==> config.mk <==
export PLATFORM = sky130hd
export DESIGN_NAME = parity
export DESIGN_NICKNAME = d
export VERILOG_FILES = /design/src/rtl/uart_pkg.sv /design/src/rtl/parity_xor_reduce.sv /design/src/rtl/parity.sv
export SDC_FILE = /design/constraint.sdc
export NUM_CORES = 1
export LEC_CHECK = 0
export BUFFER_PORTS_ARGS = -buffer_cell sky130_fd_sc_hd__buf_2
export CORE_AREA = 2 2 39 41
export DETAILED_ROUTE_END_ITERATION = 16
export DIE_AREA = 0 0 41 43
export GPL_TIMING_DRIVEN = 0
export HOLD_SLACK_MARGIN = 0.1
export SETUP_SLACK_MARGIN = 0.2
export SLEW_MARGIN = 20
export SYNTH_ARGS = -nofsm -noshare
export SYNTH_HDL_FRONTEND = slang
export SYNTH_SLANG_ARGS = --single-unit
==> constraint.sdc <==
create_clock -name clk -period 0.8 [get_ports clk]
set_input_delay 0.16 -clock clk [delete_from_list [all_inputs] [get_ports clk]]
set_output_delay 0.16 -clock clk [all_outputs]
set_load 0.01 [all_outputs]
==> src/rtl/uart_pkg.sv <==
// Shared UART data-path definitions: parity mode encodings and default data width.
package uart_pkg;
  localparam logic [1:0] PAR_NONE = 2'b00;
  localparam logic [1:0] PAR_ODD  = 2'b01;
  localparam logic [1:0] PAR_EVEN = 2'b10;
  localparam logic [1:0] PAR_RSVD = 2'b11;

  localparam int DATA_WIDTH_DEF = 8;
endpackage

==> src/rtl/parity_xor_reduce.sv <==
// Purpose: balanced XOR tree giving the even-parity bit of a DATA_WIDTH vector.
// Latency: combinational, log2(DATA_WIDTH) gate levels.
// Backpressure: none.
module xor_reduce #(
  parameter int DATA_WIDTH = 8
) (
  input  logic [DATA_WIDTH-1:0] data,
  output logic                  even_par
);
  localparam int LEVELS = (DATA_WIDTH > 1) ? $clog2(DATA_WIDTH) : 0;
  localparam int PAD_W  = 1 << LEVELS;

  // Leaves are zero-padded to a power of two so every level halves cleanly.
  genvar l, k;
  for (l = 0; l <= LEVELS; l++) begin : g_lvl
    logic [(PAD_W >> l)-1:0] v;
    if (l == 0) begin : g_leaf
      assign v = PAD_W'(data);
    end else begin : g_node
      for (k = 0; k < (PAD_W >> l); k++) begin : g_x
        assign v[k] = g_lvl[l-1].v[2*k] ^ g_lvl[l-1].v[2*k+1];
      end
    end
  end

  assign even_par = g_lvl[LEVELS].v[0];
endmodule

==> src/rtl/parity.sv <==
// Purpose: registered UART TX parity bit (odd/even/none); PARITY_CHECK_EN adds an RX mismatch flag.
// Latency: one clk from data_in/parity_type (and rx_parity_bit) to parity_out/parity_err.
// Backpressure: none; the register updates every cycle.
module parity
  import uart_pkg::*;
#(
  parameter int DATA_WIDTH = DATA_WIDTH_DEF
) (
  input  logic                  clk,
  input  logic                  rst,
  input  logic [DATA_WIDTH-1:0] data_in,
  input  logic [1:0]            parity_type,
  output logic                  parity_out
`ifdef PARITY_CHECK_EN
  ,
  input  logic                  rx_parity_bit,
  output logic                  parity_err
`endif
);
  logic even_par;
  logic par_nxt;
  logic par_active;

  xor_reduce #(.DATA_WIDTH(DATA_WIDTH)) u_xor_reduce (
    .data     (data_in),
    .even_par (even_par)
  );

  // No-parity modes drive the idle line level so an unused bit is harmless.
  always_comb begin
    par_nxt    = 1'b1;
    par_active = 1'b0;
    case (parity_type)
      PAR_ODD: begin
        par_nxt    = ~even_par;
        par_active = 1'b1;
      end
      PAR_EVEN: begin
        par_nxt    = even_par;
        par_active = 1'b1;
      end
      PAR_NONE, PAR_RSVD: begin
        par_nxt    = 1'b1;
        par_active = 1'b0;
      end
      default: begin
        par_nxt    = 1'b1;
        par_active = 1'b0;
      end
    endcase
  end

  always_ff @(posedge clk or negedge rst) begin
    if (!rst) begin
      parity_out <= 1'b0;
    end else begin
      parity_out <= par_nxt;
    end
  end

`ifdef PARITY_CHECK_EN
  always_ff @(posedge clk or negedge rst) begin
    if (!rst) begin
      parity_err <= 1'b0;
    end else begin
      parity_err <= par_active & (rx_parity_bit != par_nxt);
    end
  end
`else
  logic unused_active;
  assign unused_active = par_active;
`endif
endmodule

==> results.md <==
- Biggest registers after layout: parity_out (1)
- DR iter-0 viols: 0
- CP max FO: 2
- F_max: roughly 890 MHz
- Core Rows: 14
- Period minus WS final: between 1000 and 1500 ps
- Logic pwr share: 0.717
- Crit-path most repeated cell: xnor2_1
- Final non-filler cell area: about 250 um2
- DRT Pass-1 Iters: 1
- Ys Warns: 0
- DIE AREA: between 1500 and 2000 um2
- Antenna Cells: 0
- Power per Cell Area: ~900 nW/um2
- Final Setup Violations: 1
- Syn Std Cell Area: roughly 130 um2
- Total GRT Usage: 0.0331
- Async S/R FF share, synth: 1.00
- Clock Power Share: 0
- Max FFs per register: 1
- Area taken by multi-input logic gates: between 100 and 150 um2
- Least-Margin Pin Slew: between 200 and 300 ps
- I/O Pins: 13
- Cells after synthesis: 14
- Failing checks: setup timing
- WS Path Type: input port to register
- Number of max-cap violations: 0
- Fill count: ~150
- Final hold violations: 0
- CTS clk-pin slew, worst paths: 0 ps
- GPL Wtd Cong: between 0.5 and 0.6
- Remaining antenna violation count: 0
- Die Span X: a little over 40 um
- Status: finished with violations
- Routed length per instance: 6.02 um
- Reg area: ~25 um2
- Largest net degree at the start of global routing: 3
- Synthesis-to-layout area growth: 89.5%
- Worst path arrival time: 1040 ps
- Seq cells post-synth: 1
- Grt total ovfl: 0
- Layout cell share with drive strength beyond 1: 0.593
- Residual DRC: 0
- Post-Route WL: ~260 um
- Via Count: ~140
- Worst path max stage delay: ~270 ps
- Leakage power: 0.126 nW
- Synth top area share: 0.400
- Post-synth EDFFs: 0
- Top cells by count, synth: xnor2_1 (6), ha_1 (2), inv_1 (2)
- First-pass GRT wire length: 441 um
- Cell Int Power: around 150 uW
- Sw Ratio: 0.326
- CP cell instances: buf_2, xnor2_2, xnor2_1, xnor2_1, a211oi_2, a21oi_1
- Critical path startpoint: data_in[7]
- Core Region: ~1400 um2
- Top-count cell post-synth: xnor2_1
- Slew Viols, Final: 0
- Placed insts: 42
- Die height: 43 um
- Register area share after synthesis: 0.190
- Synth Flop Type: dfrtp_1
- Synthesized area per cell: 9.38 um2
- Count of non-filler cells in the finished layout: 43
- Starting Density: 0.0949
- Post-Route Setup TNS: -319 ps
- Synth area leaders: xnor2_1 (40%), dfrtp_1 (19%), ha_1 (19%)
- Post-layout nets: 43
- Post-Syn Nets: 28
- RSZ-0062 raised after global routing: true
- Reg with most FFs: parity_out
- Worst min-delay path class: input port to async pin
- Post-DP Area: between 200 and 250 um2
- Synth area leader: xnor2_1
- Number of global-route vias before repair: 130
- CP max stage cell: xnor2_1
- Initial antenna violation count: 0
- Sw power: around 73 uW
- IO Port Bufs: 12
- Setup crit end kind: register
- Seq pwr share: 0.283
- Post-DR vias/cell: roughly 3.2
- Max rail drop VDD: roughly 0.00026 V
- Yosys cell types: 7
- Worst path required time: between 700 and 800 ps
- Final period utilization: 1.40
- Final worst slack: -319 ps
- Slew HR: 0.818
- Setup crit start kind: input port
cell usage in the layout (no fill, tap or decap):
| cell type | n |
|---|---|
| buf_2 | 12 |
| xnor2_1 | 3 |
| xor2_1 | 1 |
| a21oi_1 | 1 |
| inv_1 | 2 |
| xnor2_2 | 3 |
| ha_1 | 2 |
| dfrtp_1 | 1 |
| dlygate4sd3_1 | 1 |
| a211oi_2 | 1 |
routing by layer:
metal / up-vias / share of wire / track usage
li1: 70 / - / -
met5: - / 0 / 0
met4: 0 / 0 / 0
met2: 13 / 0.38 / 0.0625
met3: 0 / 0.24 / 0
met1: 56 / 0.38 / 0.0415
kinds of logic (layout without fill, tap and decap cells):
kind of cell,Yosys count,in the layout,share of synthesized area
buffers and inverters,2,15,0.0572
adder cells (fa/ha/maj),2,2,0.190
XOR/XNOR,7,7,0.467
AO/OA/AOI/OAI,2,2,0.0952
flip-flops,1,1,0.190
critical path: cells and delay by family:
family	cells	cell delay, ps
XOR/XNOR	3	540
AO/OA/AOI/OAI	2	230
buffers and inverters	1	110
timing repair:
| action | in CTS | in global routing |
|---|---|---|
| gates resized for setup | 3 | 1 |
| endpoints found under the setup margin | 2 | 2 |
| hold buffers | 1 | 0 |
| hold endpoints to repair | 1 | 0 |
| cloned | 0 | 0 |
| buffers inserted | 0 | 0 |
power groups by stage:
stage	sequential, mW	combinational [mW]	clock (mW)
2_1_floorplan	0.0702	0.0770	0
5_1_grt	0.0655	0.182	0
3_5_place_dp	0.0635	0.133	0
3_3_place_gp	0.0637	0.130	0
4_1_cts	0.0637	0.152	0
6_report	0.0635	0.161	0
how the worst max path moves through the flow:
stage | end | slack, ps | cells past startpoint
2_1_floorplan | parity_out | -140 | 5
3_3_place_gp | parity_out | -300 | 6
3_5_place_dp | parity_out | -330 | 6
4_1_cts | parity_out | -320 | 6
5_1_grt | parity_out | -430 | 6
6_report | parity_out | -320 | 6
stage by stage:
stage / power (mW) / worst slack, ps / util / hold slack [ps]
after floorplan: 0.147 / -143 / - / -136
after global placement: 0.194 / -299 / 0.153 / -65.8
after detailed placement: 0.197 / -328 / 0.153 / -65.1
after CTS: 0.215 / -316 / 0.176 / 469
after global routing: 0.248 / -434 / 0.180 / 507
final: 0.224 / -319 / 0.180 / 471
cell type report:
cell class              instances  share of cell area
multi-input cells              11               0.508
repair buffers                 13               0.281
flip-flops and latches          1               0.101
well taps                      16              0.0804
inverters                       2              0.0302
No activity file was read; power rests on OpenSTA's default activity.
